`src/rtl/edge_detect_multi.sv`:
```
// edge_detect_multi
//   Multi-channel edge detector for asynchronous level inputs. Each channel
//   has the following stages, in order:
//     1. a SYNC_STAGES-deep synchroniser;
//     2. a glitch filter. The filtered level follows the synchronised input
//        only after FILTER_LEN consecutive disagreeing cycles;
//     3. a registered one-cycle edge pulse. MODE selects the direction:
//        0 = rising, 1 = falling, 2 = both;
//     4. a sticky event flag with per-bit write-1-to-clear.
//
// Ports
//   clk        sole clock; all state updates on posedge
//   rst        asynchronous, active-high reset
//   in         [WIDTH] asynchronous level inputs
//   clr        [WIDTH] synchronous write-1-to-clear for sticky
//   level      [WIDTH] synchronised, filtered level per channel
//   pulse      [WIDTH] one-cycle pulse per qualifying edge
//   sticky     [WIDTH] latched event flag per channel
//   any_event  OR-reduction of sticky

module edge_detect_multi #(
    parameter int unsigned WIDTH       = 4,
    parameter int unsigned SYNC_STAGES = 2,
    parameter int unsigned FILTER_LEN  = 1,
    parameter int unsigned MODE        = 0
) (
    input  logic             clk,
    input  logic             rst,
    input  logic [WIDTH-1:0] in,
    input  logic [WIDTH-1:0] clr,
    output logic [WIDTH-1:0] level,
    output logic [WIDTH-1:0] pulse,
    output logic [WIDTH-1:0] sticky,
    output logic             any_event
);

    localparam int unsigned    CW      = $clog2(FILTER_LEN) + 1;
    localparam logic [CW-1:0]  CNT_MAX = CW'(FILTER_LEN - 1);

    // Parameter legality is checked at elaboration.
    if (MODE > 2) begin : g_bad_mode
        $error("edge_detect_multi: MODE must be 0, 1 or 2");
    end
    if (WIDTH < 1) begin : g_bad_width
        $error("edge_detect_multi: WIDTH must be at least 1");
    end
    if (SYNC_STAGES < 2) begin : g_bad_sync
        $error("edge_detect_multi: SYNC_STAGES must be at least 2");
    end
    if (FILTER_LEN < 1) begin : g_bad_filter
        $error("edge_detect_multi: FILTER_LEN must be at least 1");
    end

    logic [SYNC_STAGES-1:0] sync_q   [WIDTH];
    logic [CW-1:0]          cnt_q    [WIDTH];
    logic [CW-1:0]          cnt_next [WIDTH];
    logic [WIDTH-1:0]       s;
    logic [WIDTH-1:0]       level_next;
    logic [WIDTH-1:0]       pulse_next;
    logic [WIDTH-1:0]       sticky_next;

    // Filter and edge qualification. The counter counts consecutive
    // disagreeing cycles. Any agreeing cycle restarts qualification.
    always_comb begin
        s          = '0;
        level_next = level;
        pulse_next = '0;
        for (int unsigned i = 0; i < WIDTH; i++) begin
            s[i]        = sync_q[i][SYNC_STAGES-1];
            cnt_next[i] = '0;
            if (s[i] != level[i]) begin
                if (cnt_q[i] == CNT_MAX) begin
                    level_next[i] = s[i];
                    case (MODE)
                        0:       pulse_next[i] = s[i];
                        1:       pulse_next[i] = ~s[i];
                        2:       pulse_next[i] = 1'b1;
                        default: pulse_next[i] = 1'b0;
                    endcase
                end else begin
                    cnt_next[i] = cnt_q[i] + 1'b1;
                end
            end
        end
        // A new pulse overrides a same-cycle clear.
        sticky_next = pulse_next | (sticky & ~clr);
    end

    always_ff @(posedge clk or posedge rst) begin
        if (rst) begin
            for (int unsigned i = 0; i < WIDTH; i++) begin
                sync_q[i] <= '0;
                cnt_q[i]  <= '0;
            end
            level  <= '0;
            pulse  <= '0;
            sticky <= '0;
        end else begin
            for (int unsigned i = 0; i < WIDTH; i++) begin
                sync_q[i] <= {sync_q[i][SYNC_STAGES-2:0], in[i]};
                cnt_q[i]  <= cnt_next[i];
            end
            level  <= level_next;
            pulse  <= pulse_next;
            sticky <= sticky_next;
        end
    end

    assign any_event = |sticky;

endmodule

```
`config.mk`:
```
export PLATFORM = sky130hd
export DESIGN_NAME = edge_detect_multi
export DESIGN_NICKNAME = d
export VERILOG_FILES = /design/src/rtl/edge_detect_multi.sv
export SDC_FILE = /design/constraint.sdc
export NUM_CORES = 1
export LEC_CHECK = 0
export ABC_AREA = 1
export CORE_MARGIN = 1.5
export CORE_UTILIZATION = 35
export CTS_CLUSTER_DIAMETER = 200
export DETAILED_ROUTE_END_ITERATION = 10
export PLACE_DENSITY = 0.71
export SKIP_CTS_REPAIR_TIMING = 1
export SYNTH_ARGS = -nofsm -noshare
export SYNTH_HDL_FRONTEND = slang
export SYNTH_SLANG_ARGS = --single-unit
```
`constraint.sdc`:
```
create_clock -name clk -period 3.1 [get_ports clk]
set_clock_uncertainty 0.2 [all_clocks]
set_input_delay 0.62 -clock clk [delete_from_list [all_inputs] [get_ports clk]]
set_output_delay 0.62 -clock clk [all_outputs]
set_load 0.1 [all_outputs]
```
==> results of run 1 <==
final cells by class:
type                       count  area, sq um
multi-input combinational     27          136
timing repair buffer          22          188
tap                           27         33.8
inverter                      17         63.8
clock inverter                 1         30.0
fill                         182          947
clock buffer                   3         22.5
sequential                    20          500
state kept, by name (all words and copies together), names as in the netlist:
name and cells:
sticky 4, sync_q 4, s 4, pulse 4
level 4
routing by layer:
metal | vias up | track usage (%) | wire length, um
li1 | 233 | - | -
met1 | 202 | 11.6 | 403
met2 | 14 | 13.1 | 429
met3 | 2 | 2.26 | 58
met4 | 0 | 8.11 | 12
met5 | - | 0 | 0
how the worst min path moves through the flow:
stage	endpoint	startpoint	slack, ns	depth (start not counted)
6_report	s[2]	sync_q[2]	0.16	0
4_1_cts	s[2]	sync_q[2]	0.16	0
5_1_grt	s[2]	sync_q[2]	0.18	0
2_1_floorplan	s[0]	sync_q[6]	0.13	0
3_5_place_dp	s[2]	sync_q[2]	0.13	0
3_3_place_gp	s[1]	sync_q[4]	0.13	0
synthesized netlist by cell type:
library cell	count	area, sq um
dfrtp_1	20	500
inv_1	17	63.8
nand2_1	21	78.8
nor2_1	2	7.51
ha_1	4	50.1
layout by cell type (no fill, tap or decap):
cell,n
nand2_1,21
ha_1,4
nor2_1,2
inv_1,17
buf_4,13
bufinv_16,1
dfrtp_1,20
clkbuf_4,3
clkdlybuf4s50_1,9
metrics by stage:
| stage | instances | hold slack (ns) | setup WS (ns) | utilization [%] | instance area (sq um) |
|---|---|---|---|---|---|
| 2_1_floorplan | 64 | 0.131 | 0.573 | - | 701 |
| 3_3_place_gp | 113 | 0.131 | 1.36 | 48.0 | 922 |
| 3_5_place_dp | 113 | 0.135 | 1.34 | 48.0 | 922 |
| 4_1_cts | 117 | 0.160 | 1.17 | 50.7 | 975 |
| 5_1_grt | 117 | 0.178 | 1.12 | 50.7 | 975 |
| 6_report | 117 | 0.157 | 1.19 | 50.7 | 975 |
logic make-up (layout without fill, tap and decap cells):
family / Yosys count / count (layout)
and+or+nand+nor: 23 / 23
DFF: 20 / 20
buffers and inverters: 17 / 43
adders and majority gates: 4 / 4
critical path, stage by stage (launching register included):
cell and delay, ns:
dfrtp_1 0.41, nor2_1 0.11, nand2_1 0.05, buf_4 0.23
==> metrics.md, run 1 <==
| Metric | Value |
|---|---|
| Io pins | 23 |
| Rows | 16 |
| Mapped cell area | between 700 and 800 sq um |
| Num CTS Buffers | 3 |
| RSZ-0062 raised after global routing | no |
| Syn_area_per_cell | 10.9 sq um |
| Mapped Nets | between 70 and 80 |
| Total gr overflow | 0 |
| Startpoint types | flip-flop |
| Root Driver | clkbuf_4 |
| Antenna violations before repair | 0 |
| Tcrit/Tclk final | around 62% |
| Kind of critical path | reg2out |
| Worst setup endpoint | any_event |
| Via Count | 451 |
| Compound-Gate Fraction of Synth Area | 0% |
| Routed vias/inst | 3.85 |
| Vias in the first global route | between 300 and 400 |
| Port bufs | 22 |
| Post-Route WL | between 900 and 1000 um |
| R2r startpoint | level[3] |
| Reg-to-reg critical path endpoint | level[3] |
| Tightest Pin Transition | between 0.7 and 0.8 ns |
| Drt pass-1 iters | 2 |
| Count of cell types in the netlist | 5 |
| CTS tree | yes |
| GPL Wtd Cong | 0.584 |
| Outcome | finished, final reports clean |
| Detail Route Antenna Nets | 0 |
| Hold Violations, Final | 0 |
| Clk Latency, worst-skew pair | around 0.29 ns |
| XOR/XNOR share of the synthesized area | 0% |
| GRT Total Usage | under 10% |
| Worst EP required | roughly 2.3 ns |
| Die ar. | approximately 2300 sq um |
| Synth-to-layout area growth | 39.1% |
| Final Slew Violations | 0 |
| Relative slew slack | between 50% and 60% |
| Hpwl dp | roughly 730 um |
| Crit Path Max Fanout | 3 |
| Post-Synthesis Cells | 64 |
| Flops & latches, synth | 20 |
| Final setup viols | 0 |
| Register area share after synthesis | slightly above 70% |
| Largest family of logic cells by synthesized area | simple AND/OR/NAND/NOR gates |
| Clock slew at reported path FFs | about 0.11 ns |
| CP endpoint kind | primary output |
| Simple logic cell fraction of the synthesized area | 12.3% |
| Fmax | 0.524 GHz |
| Worst hold path type | reg2reg |
| H-tree depth | 1 |
| Max Cap Viol | 0 |
| Post-Synth Adder-Cell Area | under 10% |
| Ant diodes | 0 |
| Data arrival, critical path | about 1.1 ns |
| Floorplan die height | between 40 and 50 um |
| Setup total negative slack | 0 ns |
| First DRT Iteration DRCs | 6 |
| Flop2flop setup slack | a little under 2 ns |
| # DRC | 0 |
| CTS Sinks | 20 |
| Starting density of the core | between 30% and 40% |
| Mux contribution to synthesized area | 0% |
| Min Clock Period, post-route | 1.91 ns |
| Largest net degree at the start of global routing | 21 |
| Chip Width | 47.7 um |
| First-pass GRT wire length | about 1400 um |
| Ys Warns | 0 |
| Post-layout nets | 105 |
| Average wire per standard cell | around 7.7 um |
| R2R depth | 4 |
| Proportion of layout cells with a drive suffix above 1 | a little under a fifth |
| CORE AREA | roughly 1900 sq um |
| CP Launch Point | sticky[1] |
| CTS max path bufs | 2 |
Power of run 1 is left out: the tool's default activity adds up to more than one toggle a clock period on the data nets, which glitch-free logic cannot reach.
==> run 2: changes to the inputs <==
==> constraint.sdc (replaced) <==
create_clock -name clk -period 1.95 [get_ports clk]
set_clock_uncertainty 0.2 [all_clocks]
set_input_delay 0.39 -clock clk [delete_from_list [all_inputs] [get_ports clk]]
set_output_delay 0.39 -clock clk [all_outputs]
set_load 0.1 [all_outputs]
==> run 2 against run 1 <==
Global-route usage rose by 1.5 points. Via count rose by 2.9%. First-iteration DRC count fell by 100%. Critical path depth did not move. Non-clock buffer count rose by 1.
==> metrics.md, run 2 (synthesis results as in run 1) <==
| Metric | Value |
|---|---|
| Startpoint types | flip-flop |
| Bufs and invs on worst path | 1 |
| Num CTS Buffers | 3 |
| Min Clock Period, post-route | 1.69 ns |
| Max incr delay on CP | approximately 0.44 ns |
| Kind of critical path | reg2out |
| Root Driver | clkbuf_4 |
| Commonest cells after routing, fill and taps aside | nand2_1 (20), inv_1 (17), dfrtp_1 (16), buf_12 (13), clkdlybuf4s50_1 (9) |
| Final Util | slightly below 60% |
| Worst setup endpoint | any_event |
| Fillers | about 160 |
| Flop2flop setup slack | between 0.7 and 0.8 ns |
| Die ar. | about 2300 sq um |
| Rows | 16 |
| Vias in the first global route | 426 |
| Port bufs | 22 |
| Critical path, cell by cell | nor2_1 > nand2_2 > buf_12 |
| CP Launch Point | sticky[3] |
| Starting density of the core | 36.5% |
| Max Cap Viol | 0 |
| Met3 Use GR | 4.15% |
| CTS Sinks | 20 |
| Proportion of layout cells with a drive suffix above 1 | between 20% and 30% |
| Fmax | between 0.5 and 0.6 GHz |
| # placed instances | roughly 110 |
| Clk Latency, worst-skew pair | 0.28 ns |
| H-tree depth | 1 |
| Ant diodes | 0 |
| # DRC | 0 |
| R2R depth | 4 |
| Post-layout nets | around 110 |
| Detail Route Antenna Nets | 0 |
| Hold Violations, Final | 0 |
| R2r startpoint | level[3] |
| Via Count | approximately 460 |
| Hpwl dp | roughly 800 um |
| Crit Path Max Fanout | 3 |
| Reg-to-reg critical path endpoint | level[3] |
| Post-Layout Cell Count | 117 |
| RSZ-0062 raised after global routing | no |
| Relative slew slack | 84.4% |
| CTS tree | yes |
| Drt pass-1 iters | 1 |
| Routed vias/inst | slightly below 4 |
| Top delay family on crit path | flip-flops |
| Post-Route WL | 985 um |
| CP max stage cell | dfrtp_2 |
| Outcome | finished, final reports clean |
| Tightest Pin Transition | approximately 0.23 ns |
| Largest net degree at the start of global routing | 21 |
| Final setup viols | 0 |
| CORE AREA | between 1500 and 2000 sq um |
| Average wire per standard cell | roughly 8.4 um |
| Antenna violations before repair | 0 |
| GRT Total Usage | roughly 11% |
| Met1 Resource Use GR | 11.1% |
| CP endpoint kind | primary output |
| Final Slew Violations | 0 |
| Worst hold path type | reg2reg |
| Worst EP required | between 1 and 1.5 ns |
| First-pass GRT wire length | between 1500 and 2000 um |
| M2 GR Usage | about 18% |
| Floorplan die height | 47.7 um |
| Total gr overflow | 0 |
| Worst Hold Margin | around 0.16 ns |
| First DRT Iteration DRCs | 0 |
| Clock slew at reported path FFs | roughly 0.09 ns |
| Leading cell type in the layout, fill and taps excluded | nand2_1 |
| Io pins | 23 |
| CTS max path bufs | 2 |
| CP Depth | 3 |
| Tcrit/Tclk final | between 80% and 90% |
| Data arrival, critical path | 1.10 ns |
| Synth-to-layout area growth | 60.2% |
| GR peak layer | met2 |
| Setup total negative slack | 0 ns |
| Chip Width | between 40 and 50 um |
| GPL Wtd Cong | approximately 0.63 |
run 2: cell types whose count changed in the layout (fill, tap and decap cells not counted), sizes merged:
| cell | delta |
|---|---|
| buf | +1 |
| bufinv | -1 |
run 2: worst reg2reg max path: cells and delay by family (launching register included):
family	cells	cell delay (ns)
flops	1	0.43
fa+ha+maj	1	0.32
simple gates	2	0.13
buf+inv	1	0.07
run 2: cell type report:
cell class	count	area (sq um)	area share, %
Timing Repair Buffer	23	358	31.9
Inverter	17	63.8	5.69
Sequential cell	20	505	45.0
Clock buffer	3	22.5	2.01
Multi-Input combinational cell	27	139	12.4
Tap cell	27	33.8	3.01
run 2: per-layer routing:
layer	vias to the layer above	part of all wire, %
met2	17	56
met5	-	0
met4	0	0.41
met1	212	37
li1	233	-
met3	2	6.9
run 2: how the worst min path moves through the flow:
| stage | start | to | slack (ns) | cells past startpoint |
|---|---|---|---|---|
| finish | sync_q[0] | s[3] | 0.16 | 0 |
| global route | sync_q[0] | s[3] | 0.17 | 0 |
| CTS | sync_q[0] | s[3] | 0.16 | 0 |
| detailed placement | sync_q[0] | s[3] | 0.13 | 0 |
| global placement | sync_q[0] | s[3] | 0.13 | 0 |
| floorplan | sync_q[6] | s[0] | 0.13 | 0 |
run 2: through the flow:
step           area [sq um]  setup WS [ns]
5_1_grt                1120          0.195
3_5_place_dp           1100          0.574
3_3_place_gp           1100          0.573
6_report               1120          0.263
4_1_cts                1120          0.240
2_1_floorplan           708          0.169
Power of run 2 is left out for the same reason.
